<file path="src/rtl/mems_pkg.sv">
// mems_pkg: shared state encoding and DAC command word layout for the MEMS mirror SPI path
package mems_pkg;

   localparam int DAC_WIDTH = 24;

   localparam int CMD_MSB  = 23;
   localparam int CMD_LSB  = 19;
   localparam int ADDR_MSB = 18;
   localparam int ADDR_LSB = 16;
   localparam int DATA_MSB = 15;
   localparam int DATA_LSB = 0;

   typedef enum logic [2:0] {IDLE, LOAD, SETUP, SHIFT, HOLD, GAP} state_t;

   function automatic logic [DAC_WIDTH-1:0] dac_word(input logic [4:0] cmd, input logic [2:0] addr,
                                                     input logic [15:0] data);
      logic [DAC_WIDTH-1:0] w;
      w = '0;
      w[CMD_MSB:CMD_LSB]   = cmd;
      w[ADDR_MSB:ADDR_LSB] = addr;
      w[DATA_MSB:DATA_LSB] = data;
      return w;
   endfunction

endpackage

</file>
<file path="src/rtl/spi_clk_div.sv">
// spi_clk_div: SCLK half-period timer giving rise/fall strobes while enabled
module spi_clk_div #(
   parameter int CLK_DIV = 4
) (
   input  logic clk,
   input  logic rst_n,
   input  logic en,
   output logic rise,
   output logic fall
);

   localparam int DW = $clog2(CLK_DIV);

   logic [DW-1:0] cnt;
   logic          phase;
   logic          tick;

   assign tick = en && (cnt == DW'(CLK_DIV - 1));
   assign rise = tick && !phase;
   assign fall = tick && phase;

   // count clk cycles per half-period; phase 0 is the low half, 1 the high half
   always_ff @(posedge clk or negedge rst_n) begin
      if (!rst_n) begin
         cnt   <= '0;
         phase <= 1'b0;
      end else if (!en) begin
         cnt   <= '0;
         phase <= 1'b0;
      end else if (tick) begin
         cnt   <= '0;
         phase <= ~phase;
      end else begin
         cnt <= cnt + 1'b1;
      end
   end

endmodule

</file>
<file path="src/rtl/mems_dac_spi_tx.sv">
// mems_dac_spi_tx: MSB-first SPI transmitter for the MEMS DAC with start/busy handshake
import mems_pkg::*;

module mems_dac_spi_tx #(
   parameter int DATA_WIDTH = DAC_WIDTH,
   parameter int CLK_DIV    = 4,
   parameter int CS_SETUP   = 2,
   parameter int CS_HOLD    = 2,
   parameter int CS_GAP     = 4
) (
   input  logic                  clk,
   input  logic                  rst_n,
   input  logic                  mems_SPI_start,
   input  logic [DATA_WIDTH-1:0] rom_data,
   output logic                  mems_SPI_busy,
   output logic                  spi_done,
   output logic                  dac_cs_n,
   output logic                  dac_sclk,
   output logic                  dac_mosi
);

   localparam int BW = $clog2(DATA_WIDTH + 1);
   localparam int CW = $clog2(CS_SETUP + CS_HOLD + CS_GAP + 1);

   state_t                state;
   logic [DATA_WIDTH-1:0] sr;
   logic [BW-1:0]         bit_cnt;
   logic [CW-1:0]         cyc;
   logic                  rise;
   logic                  fall;

   spi_clk_div #(.CLK_DIV(CLK_DIV)) u_div (
      .clk  (clk),
      .rst_n(rst_n),
      .en   (state == SHIFT),
      .rise (rise),
      .fall (fall)
   );

   // frame sequencer; sr holds the bits still to follow the one on dac_mosi
   always_ff @(posedge clk or negedge rst_n) begin
      if (!rst_n) begin
         state         <= IDLE;
         sr            <= '0;
         bit_cnt       <= '0;
         cyc           <= '0;
         mems_SPI_busy <= 1'b0;
         spi_done      <= 1'b0;
         dac_cs_n      <= 1'b1;
         dac_sclk      <= 1'b1;
         dac_mosi      <= 1'b0;
      end else begin
         spi_done <= 1'b0;
         case (state)
            IDLE:
               if (mems_SPI_start && !spi_done) begin
                  mems_SPI_busy <= 1'b1;
                  state         <= LOAD;
               end
            LOAD: begin
               {dac_mosi, sr} <= {rom_data, 1'b0};
               dac_cs_n       <= 1'b0;
               state          <= SETUP;
            end
            SETUP:
               if (cyc == CW'(CS_SETUP - 1)) begin
                  cyc      <= '0;
                  dac_sclk <= 1'b0;
                  state    <= SHIFT;
               end else begin
                  cyc <= cyc + 1'b1;
               end
            SHIFT:
               if (rise) begin
                  dac_sclk       <= 1'b1;
                  {dac_mosi, sr} <= {sr, 1'b0};
               end else if (fall) begin
                  if (bit_cnt == BW'(DATA_WIDTH - 1)) begin
                     bit_cnt <= '0;
                     state   <= HOLD;
                  end else begin
                     bit_cnt  <= bit_cnt + 1'b1;
                     dac_sclk <= 1'b0;
                  end
               end
            HOLD:
               if (cyc == CW'(CS_HOLD - 1)) begin
                  cyc      <= '0;
                  dac_cs_n <= 1'b1;
                  dac_mosi <= 1'b0;
                  state    <= GAP;
               end else begin
                  cyc <= cyc + 1'b1;
               end
            GAP:
               if (cyc == CW'(CS_GAP - 1)) begin
                  cyc           <= '0;
                  mems_SPI_busy <= 1'b0;
                  spi_done      <= 1'b1;
                  state         <= IDLE;
               end else begin
                  cyc <= cyc + 1'b1;
               end
            default: state <= IDLE;
         endcase
      end
   end

endmodule

</file>
<file path="config.mk">
export PLATFORM = sky130hd
export DESIGN_NAME = mems_dac_spi_tx
export DESIGN_NICKNAME = d
export VERILOG_FILES = /design/src/rtl/mems_pkg.sv /design/src/rtl/spi_clk_div.sv /design/src/rtl/mems_dac_spi_tx.sv
export SDC_FILE = /design/constraint.sdc
export NUM_CORES = 1
export LEC_CHECK = 0
export ABC_AREA = 1
export BUFFER_PORTS_ARGS = -buffer_cell sky130_fd_sc_hd__buf_2
export CORE_ASPECT_RATIO = 0.8
export CORE_UTILIZATION = 30
export DETAILED_ROUTE_END_ITERATION = 10
export PLACE_DENSITY = 0.48
export SLEW_MARGIN = 20
export SYNTH_ARGS = -nofsm -noshare
export SYNTH_HDL_FRONTEND = slang
export SYNTH_SLANG_ARGS = --single-unit
export TNS_END_PERCENT = 100
</file>
<file path="constraint.sdc">
create_clock -name clk -period 3.87 [get_ports clk]
set_clock_uncertainty 0.1 [all_clocks]
set_input_delay 0.1935 -clock clk [delete_from_list [all_inputs] [get_ports clk]]
set_output_delay 0.1935 -clock clk [all_outputs]
set_load 0.02 [all_outputs]
</file>
==> flow_summary.toml, run 1 <==
[yosys]
synth-seq-cells = 43
synth_area_um2 = 2421
syn_inst = 264
synth_warnings = 0
ys_types = 29
seq_area_frac_synth = 0.4455
syn_area_per_cell_um2 = 9.171
synth_fp_nets = 295

[floorplanning]
die_area_um2 = 8436
die_h_um = 82.35
core_area_um2 = 7602
ios = 32
std_cell_rows = 28
die_x_um = 102.4
start_util = 0.3185

[layout]
drive_above_1_share = 0.2983
seqCellArea_um2 = 1079
fill_cells = 797
area.growth.synth_to_final_pct = 11.89
diodes = 0
final_cells = 400
multi_input_area_um2 = 1076
nNetsFinal = 325

[clock_network]
cts_tree = "done"
ctsHoldBuffers = 0
cts_made_buffers = 5
htreeDepth = 2
root_buffer = "clkbuf_8"
cts_resized = 0
cts.sinks = 43
clk_latency_ps = 290
clk_path_buf_depth = 2
cts_setup_buffers = 0
clkSlewWorstSetupHoldPaths_ps = 90

[min_path]
hold_depth = 3
worstHoldPathType = "primary input to flip-flop"

[worst_setup_path]
cp-end-kind = "flip-flop"
reg2regPathDepth = 6
cp.buffers_inverters = 1
crit_arrival_ps = 2130
worstPathRequired_ps = 3940
crit_family = "simple AND/OR/NAND/NOR gates"
critPathSlowestCell = "dfrtp_1"
crit_type = "flip-flop to flip-flop"
path_common_cell = "nand2_1"
crit_cells = 6
start_kind = "flip-flop"
crit_path_max_incr_delay_ps = 540
crit_chain = "nand2_1 -> nor2_4 -> buf_4 -> nand2_1 -> o211ai_1 -> o21ai_2"
cp_max_fo = 26

[pwr]
total_power_mw = 1.910
p_leak_nw = 1.262
peakVddDrop_mv = 0.3000
cellPowerDensity_nw_per_um2 = 704.9

[job]
maxCapViolations = 0

[grt]
gr-total-overflow = 0
grt_start_max_net_pins = 47
antenna_found_initial = 0
grt_pass1_vias = 1652
track_usage = 0.1175
grt_pass1_wl_um = 7596

[timing]
tightest_slew_ps = 695.2
final-max-slew-violation-count = 0
relSlewSlack = 0.5366
fin_crit_sh = 0.5332
tns_ps = 0
hold_ws_ps = 36.77
min_period_ps = 2064
finalSetupViolCount = 0
rsz0062_at_grt = "no"
final_hold_viol_count = 0
fmax_ghz = 0.4846

[route]
drtIter0Drc = 105
wirelength_um = 4421
vias = 1766
final_antenna_net_count = 0
wl_per_cell_um = 11.05
drc = 0
viasPerCell = 4.415
dr.pass1.iters = 4

[placement]
dp_cells = 391
hpwl_um = 3061
gp_congestion = 0.8007
numPortBuffers = 31

[status]
outcome = "finished, final reports clean"
[cell type report]
type | count | share of cell area
Multi-Input combinational cell | 171 | 0.3972
Clock buffer | 7 | 0.03187
Timing Repair Buffer | 33 | 0.06467
Sequential cell | 43 | 0.3982
Clock inverter | 1 | 0.003233
Tap cell | 105 | 0.04850
Inverter | 40 | 0.05635
[metal layers]
layer,routed length (um),vias to the layer above,GRT usage,part of all wire
li1,-,938,-,-
met1,2339,799,0.1677,0.53
met2,1833,25,0.1673,0.41
met3,210,4,0.03788,0.048
met4,37,0,0.03571,0.0084
met5,0,-,0,0
[tightest hold or removal path, cell delays in order]
cell and delay (ps):
buf_2 90, nand3_2 70, o21ai_2 50
[cells by family (layout without fill, tap and decap cells)]
logic type / count (synthesis) / in the layout / synth area share
flops: 43 / 43 / 0.4455
buf+inv: 50 / 81 / 0.1121
xor+xnor: 2 / 2 / 0.007236
mux: 1 / 1 / 0.004135
fa+ha+maj: 4 / 4 / 0.02067
simple gates: 97 / 97 / 0.1798
compound gates: 67 / 67 / 0.2305
[placed cells by master, fill, tap and decap left out, types with 2 or more instances in the layout]
| cell | instances |
|---|---|
| nand2_1 | 57 |
| dfrtp_1 | 41 |
| inv_1 | 38 |
| buf_2 | 30 |
| o21ai_2 | 22 |
| nor2_1 | 17 |
| o211ai_2 | 16 |
| o21ai_0 | 13 |
| nand3_1 | 12 |
| a21oi_1 | 6 |
| o211ai_1 | 6 |
| clkbuf_8 | 6 |
| nand4_1 | 4 |
| ha_1 | 4 |
| nor2_4 | 2 |
| nand2_4 | 2 |
| xor2_1 | 2 |
| o21ai_1 | 2 |
| dfstp_2 | 2 |
| buf_4 | 2 |
[cells in the mapped netlist, drive strengths merged]
| library cell | instances | share of area |
|---|---|---|
| a21oi | 6 | 0.012 |
| ha | 4 | 0.021 |
| o211ai | 22 | 0.10 |
| xor2 | 2 | 0.0072 |
| inv | 40 | 0.063 |
| o21ai | 37 | 0.11 |
| a31o | 1 | 0.0036 |
| buf | 10 | 0.049 |
| o22ai | 1 | 0.0026 |
| nor2 | 19 | 0.034 |
| nand4 | 4 | 0.010 |
| dfstp | 2 | 0.022 |
| dfrtp | 41 | 0.42 |
| nand3 | 14 | 0.036 |
| mux2i | 1 | 0.0041 |
| nor3 | 1 | 0.0021 |
| nand2 | 59 | 0.098 |
[power by group]
part	internal (mW)	switching, mW	total [mW]	leakage [nW]
registers	0.630	0.0851	0.715	0.535
clock network	0.147	0.159	0.306	0.0484
logic	0.312	0.577	0.888	0.678
total	1.09	0.821	1.91	1.26
[state kept, by name, summed over array words and instances (netlist names)]
| signal | count |
|---|---|
| mems_SPI_busy | 1 |
| bit_cnt | 5 |
| u_div.phase | 1 |
| spi_done | 1 |
| state | 3 |
| dac_cs_n | 1 |
| u_div.cnt | 2 |
| dac_sclk | 1 |
| sr | 23 |
| dac_mosi | 1 |
| cyc | 4 |
[metrics by stage]
step           instance area [um2]    util  setup slack, ps
5_1_grt                       2709  0.3563             1625
2_1_floorplan                 2421       -             2458
4_1_cts                       2696  0.3547             1792
3_5_place_dp                  2601  0.3422             1781
6_report                      2709  0.3563             1806
3_3_place_gp                  2601  0.3422             1840
[final timing paths]
kind	start	end	slack, ps
setup / recovery	state[0]	sr[10]	1810
hold / removal	rom_data[0]	sr[1]	40
setup reg to reg	state[0]	sr[10]	1810
hold reg to reg	u_div.cnt[0]	u_div.cnt[0]	340
max in group asynchronous	rst_n	dac_cs_n	2940
min in group asynchronous	rst_n	bit_cnt[2]	330
No activity file was read; power rests on OpenSTA's default activity.
==> inputs of run 2 (changes only) <==
--- a/config.mk
+++ b/config.mk
@@ -5,7 +5,7 @@
 export SDC_FILE = /design/constraint.sdc
 export NUM_CORES = 1
 export LEC_CHECK = 0
-export ABC_AREA = 1
+export ABC_AREA = 0
 export BUFFER_PORTS_ARGS = -buffer_cell sky130_fd_sc_hd__buf_2
 export CORE_ASPECT_RATIO = 0.8
 export CORE_UTILIZATION = 30
==> constraint.sdc (replaced) <==
create_clock -name clk -period 2.07 [get_ports clk]
set_clock_uncertainty 0.1 [all_clocks]
set_input_delay 0.1035 -clock clk [delete_from_list [all_inputs] [get_ports clk]]
set_output_delay 0.1035 -clock clk [all_outputs]
set_load 0.02 [all_outputs]
==> run 2 against run 1 <==
Against the previous run:
- design area down 6.8%
- clock power up 76%
- combinational power shrank 91%
- sequential share of layout area rose by 2.9 points
- fmax up 21%
- synthesized cell count decreased by 20%
- critical path type unchanged
- largest cell class unchanged
==> flow_summary.toml, run 2 <==
[layout]
top_register = "sr"
area.growth.synth_to_final_pct = 16.45
stdcell_area_um2 = 2525
seqCellArea_um2 = 1079
layout_common_cells = "41 x dfrtp_1, 31 x nor2_1, 31 x a21oi_1, 31 x buf_2, 21 x mux2i_1"
final_common_cell = "dfrtp_1"
drive_above_1_share = 0.2213
nNetsFinal = 275
fill_cells = 716
top_regs = "sr (23), bit_cnt (5), cyc (4)"
multi_input_area_um2 = 985.9
largest_reg_flops = 23
diodes = 0

[timing]
final_hold_viol_count = 0
tns_ps = 0
finalSetupViolCount = 0
fin_crit_sh = 0.8272
fmax_ghz = 0.5840
min_period_ps = 1712
relSlewSlack = 0.6351
tightest_slew_ps = 547.3
rsz0062_at_grt = "no"
final-max-slew-violation-count = 0

[worst_setup_path]
crit_cells = 4
crit_type = "flip-flop to flip-flop"
crit_path_max_incr_delay_ps = 510
cp_max_fo = 12
start_kind = "flip-flop"
critPathSlowestCell = "dfrtp_1"
reg2reg_to = "bit_cnt[4]"
crit_chain = "nand3b_4 -> nor2_4 -> and3_1 -> mux2_1"
crit_arrival_ps = 1790
rrSetupSlack_ps = 360
reg2regPathDepth = 4
crit_family = "simple AND/OR/NAND/NOR gates"
worstPathRequired_ps = 2150
rr_startpoint = "state[2]"
crit_start = "state[2]"
cp.buffers_inverters = 0
cp-endpoint = "bit_cnt[4]"
cp-end-kind = "flip-flop"

[placement]
numPortBuffers = 31
placed_cell_area_um2 = 2417
hpwl_um = 2922
gp_congestion = 0.7423

[min_path]
worstHoldPathType = "primary input to flip-flop"

[clock_network]
htreeDepth = 2
clk_latency_ps = 290
cts_made_buffers = 5
cts.sinks = 43
root_buffer = "clkbuf_8"
cts_tree = "done"
clk_path_buf_depth = 2
clkSlewWorstSetupHoldPaths_ps = 80
cts_setup_buffers = 0

[status]
outcome = "finished, final reports clean"

[yosys]
synth.most_common_cell = "dfrtp_1"
synth-seq-cells = 43
syn_area_per_cell_um2 = 10.33
synthTopCellsByCount = "41 x dfrtp_1, 31 x a21oi_1, 31 x nor2_1"
ys_types = 42
seq_area_frac_synth = 0.4974
synth_top_area_share = 0.4732
synth_area_um2 = 2168
synth_ff_type = "dfrtp_1"
synth_top_area_cell = "dfrtp_1"
syn_inst = 210
async_reset_ff_frac = 1.000
synth-edff-count = 0
synth_warnings = 0
synthTopCellsByArea = "dfrtp_1 47%, mux2i_1 9.7%, a21oi_1 7.2%"
synth_fp_nets = 241

[grt]
grt_pass1_wl_um = 7410
gr-total-overflow = 0
antenna_found_initial = 0
track_usage = 0.1241
grt_start_max_net_pins = 47
grt_pass1_vias = 1515

[route]
viasPerCell = 4.752
final_antenna_net_count = 0
vias = 1573
dr.pass1.iters = 6
wirelength_um = 4178
wl_per_cell_um = 12.62
drtIter0Drc = 34
drc = 0

[floorplanning]
core_area_um2 = 6925
die_area_um2 = 7574
std_cell_rows = 27
start_util = 0.3131
die_h_um = 78.04
die_x_um = 97.05
ios = 32

[pwr]
peakVddDrop_mv = 0.1907
cellPowerDensity_nw_per_um2 = 587.6
p_leak_nw = 1.068

[job]
maxCapViolations = 0
==> run 2: cell types whose count changed after synthesis, sizes merged, moves of 20 or more <==
cell	change
nand2	-50
inv	-35
a21oi	+26
o21ai	-24
o211ai	-21
mux2i	+20
==> run 2: power breakdown <==
part	switching, mW	internal (mW)	total [mW]	leakage, nW
registers	0.00886	0.857	0.866	0.516
logic	0.0398	0.0377	0.0775	0.504
clock network	0.278	0.262	0.540	0.0470
==> run 2: worst min-delay path by stage <==
stage | start | end | slack (ps) | cells after the start
2_1_floorplan | rst_n | bit_cnt[0] | -290 | 0
3_3_place_gp | rst_n | dac_mosi | 130 | 2
3_5_place_dp | rst_n | dac_mosi | 120 | 2
4_1_cts | rom_data[9] | sr[10] | 5 | 3
5_1_grt | rom_data[7] | sr[8] | 9 | 3
6_report | rom_data[9] | sr[10] | 9 | 3
==> run 2: cells by family after synthesis <==
| kind of cell | synth area share |
|---|---|
| and+or+nand+nor | 0.1570 |
| buffers and inverters | 0.05135 |
| xor gates and xnor gates | 0.008080 |
| DFF | 0.4974 |
| adders and majority gates | 0.02308 |
| muxes | 0.1125 |
| AOI/OAI and AO/OA | 0.1506 |
==> run 2: per-layer routing <==
| layer | global-route usage | up-vias | wire [um] |
|---|---|---|---|
| li1 | - | 804 | - |
| met4 | 0.04478 | 0 | 47 |
| met1 | 0.1797 | 739 | 2219 |
| met5 | 0 | - | 0 |
| met3 | 0.03028 | 5 | 169 |
| met2 | 0.1789 | 25 | 1742 |
==> run 2: layout make-up <==
cell class                      count  share of cell area
Clock buffer                        6             0.03271
Tap cell                           87             0.04311
Multi-Input combinational cell    150              0.3905
Sequential cell                    43              0.4272
Inverter                            5            0.007433
Clock inverter                      1            0.001982
Timing Repair Buffer               39             0.09713
==> run 2: what timing repair did <==
action,in CTS,in global routing
resized for setup,0,0
hold endpoints to repair,42,0
hold buffers,2,0
endpoints found under the setup margin,0,0
==> run 2: per-stage QoR <==
stage                 util  hold slack [ps]  power [mW]  cells  worst slack (ps)
floorplan                -           -292.1      0.9090    210             566.7
global placement    0.3491            126.6      0.9600    322             416.6
detailed placement  0.3491            118.6      0.9605    322             387.6
CTS                 0.3646            4.752       1.510    331             351.5
global route        0.3646            8.786       1.562    331             254.9
finish              0.3646            9.461       1.484    331             357.7
==> run 2: worst register-to-register path, cell delays in order, from the launching register on <==
cell and delay [ps]:
dfrtp_1 510, nand3b_4 300, nor2_4 200, and3_1 180, mux2_1 310
==> inputs of run 3 (changes only) <==
--- a/config.mk
+++ b/config.mk
@@ -5,7 +5,7 @@
 export SDC_FILE = /design/constraint.sdc
 export NUM_CORES = 1
 export LEC_CHECK = 0
-export ABC_AREA = 0
+export ABC_AREA = 1
 export BUFFER_PORTS_ARGS = -buffer_cell sky130_fd_sc_hd__buf_2
 export CORE_ASPECT_RATIO = 0.8
 export CORE_UTILIZATION = 30
==> constraint.sdc (replaced) <==
create_clock -name clk -period 1.66 [get_ports clk]
set_clock_uncertainty 0.1 [all_clocks]
set_input_delay 0.083 -clock clk [delete_from_list [all_inputs] [get_ports clk]]
set_output_delay 0.083 -clock clk [all_outputs]
set_load 0.02 [all_outputs]
==> run 3 against run 2 <==
Against the previous run:
- largest cell class is now multi-input gates
- clock power rose by 81%
- wire length rose by 13%
- final cell count rose by 31%
==> flow_summary.toml, run 3 (synthesis results as in run 1) <==
[layout]
drive_above_1_share = 0.3222
seqCellArea_um2 = 1081
diodes = 0
multi_input_area_um2 = 1091
layout_common_cells = "56 x nand2_1, 39 x dfrtp_1, 38 x inv_1"
top_regs = "sr (23), bit_cnt (5), cyc (4)"
final_common_cell = "nand2_1"
fill_cells = 769
stdcell_area_um2 = 3166
area.growth.synth_to_final_pct = 30.75
top_register = "sr"
final_cells = 434
nNetsFinal = 359
largest_reg_flops = 23

[clock_network]
cts.sinks = 43
root_buffer = "clkbuf_8"
cts_setup_buffers = 0
cts_tree = "done"
clk_path_buf_depth = 2
clk_latency_ps = 290
cts_made_buffers = 5
clkSlewWorstSetupHoldPaths_ps = 90
htreeDepth = 2

[timing]
final-max-slew-violation-count = 0
fin_crit_sh = 0.9308
tns_ps = 0
finalSetupViolCount = 0
fmax_ghz = 0.6472
min_period_ps = 1545
relSlewSlack = 0.7136
tightest_slew_ps = 429.5
fin_ws_ps = 114.8
rsz0062_at_grt = "no"
hold_ws_ps = 81.83
final_hold_viol_count = 0

[grt]
grt_start_max_net_pins = 28
grt_pass1_vias = 1797
antenna_found_initial = 0
grt_pass1_wl_um = 8362
gr-total-overflow = 0
track_usage = 0.1289

[min_path]
hold_start = "rom_data[23]"
hold_depth = 5
worstHoldPathType = "primary input to flip-flop"

[route]
drc = 0
viasPerCell = 4.433
wirelength_um = 4742
vias = 1924
wl_per_cell_um = 10.93
dr.pass1.iters = 4
drtIter0Drc = 81
final_antenna_net_count = 0

[worst_setup_path]
rr_startpoint = "u_div.cnt[0]"
crit_arrival_ps = 1630
reg2reg_to = "sr[13]"
crit_type = "flip-flop to flip-flop"
crit_chain = "ha_1 -> inv_1 -> nor2_4 -> nand2_4 -> nand2_4 -> buf_12 -> o211ai_1 -> o21ai_1"
cp-end-kind = "flip-flop"
path_common_cell = "nand2_4"
reg2regPathDepth = 8
cp-endpoint = "sr[13]"
start_kind = "flip-flop"
worstPathRequired_ps = 1740
crit_start = "u_div.cnt[0]"
rrSetupSlack_ps = 110
crit_path_max_incr_delay_ps = 390
cp_max_fo = 14
critPathSlowestCell = "dfrtp_1"

[floorplanning]
die_x_um = 102.4
std_cell_rows = 28
die_h_um = 82.35
core_area_um2 = 7602
die_area_um2 = 8436
ios = 32
start_util = 0.3185

[placement]
numPortBuffers = 31
pre_cts_slack_ps = 68.32
gp_congestion = 0.7428
hpwl_um = 3350
dp_cells = 402
placed_cell_area_um2 = 2771

[status]
outcome = "finished, final reports clean"

[job]
maxCapViolations = 0

[pwr]
p_leak_nw = 1.457
peakVddDrop_mv = 0.6097
cellPowerDensity_nw_per_um2 = 1613
-- run 3: how the worst min path moves through the flow --
stage	end	slack, ps
after floorplan	bit_cnt[0]	-310
after global placement	sr[17]	-40
after detailed placement	sr[17]	-50
after CTS	dac_mosi	70
after global routing	mems_SPI_busy	130
final	dac_mosi	80
-- run 3: layer usage --
layer	track usage	part of all wire	vias to the layer above
met5	0	0	-
met4	0.03429	0.0080	0
met3	0.02778	0.032	4
met2	0.1933	0.42	31
met1	0.1864	0.54	887
li1	-	-	1002
-- run 3: area by class of cell --
class                   instances  share of cell area
well taps                     105             0.04150
inverters                      40             0.04822
clock buffers                   5             0.02174
repair buffers                 67              0.1810
flip-flops and latches         43              0.3415
clock inverters                 3             0.02134
multi-input cells             171              0.3447
-- run 3: critical path: cells and delay by family (launching register included) --
family | cells | cell delay [ps]
and+or+nand+nor | 3 | 250
DFF | 1 | 390
buffers and inverters | 2 | 300
adders and majority gates | 1 | 210
AOI/OAI and AO/OA | 2 | 180
-- run 3: what timing repair did --
item	4_1_cts	5_1_grt
setup endpoints to repair	0	25
hold buffers	24	0
hold endpoints to repair	64	0
gates resized for setup	0	6
-- run 3: report_power, final --
part           internal (mW)  switching [mW]  total (mW)
combinational           1.04            1.43        2.47
sequential              1.48           0.187        1.66
clock                  0.600           0.377       0.977
total                   3.12            1.99        5.11
-- run 3: metrics by stage --
stage	power [mW]	util
final	5.107	0.4164
after global routing	5.552	0.4164
after CTS	5.172	0.4141
after detailed placement	4.122	0.3645
after global placement	4.124	0.3645
after floorplan	3.577	-
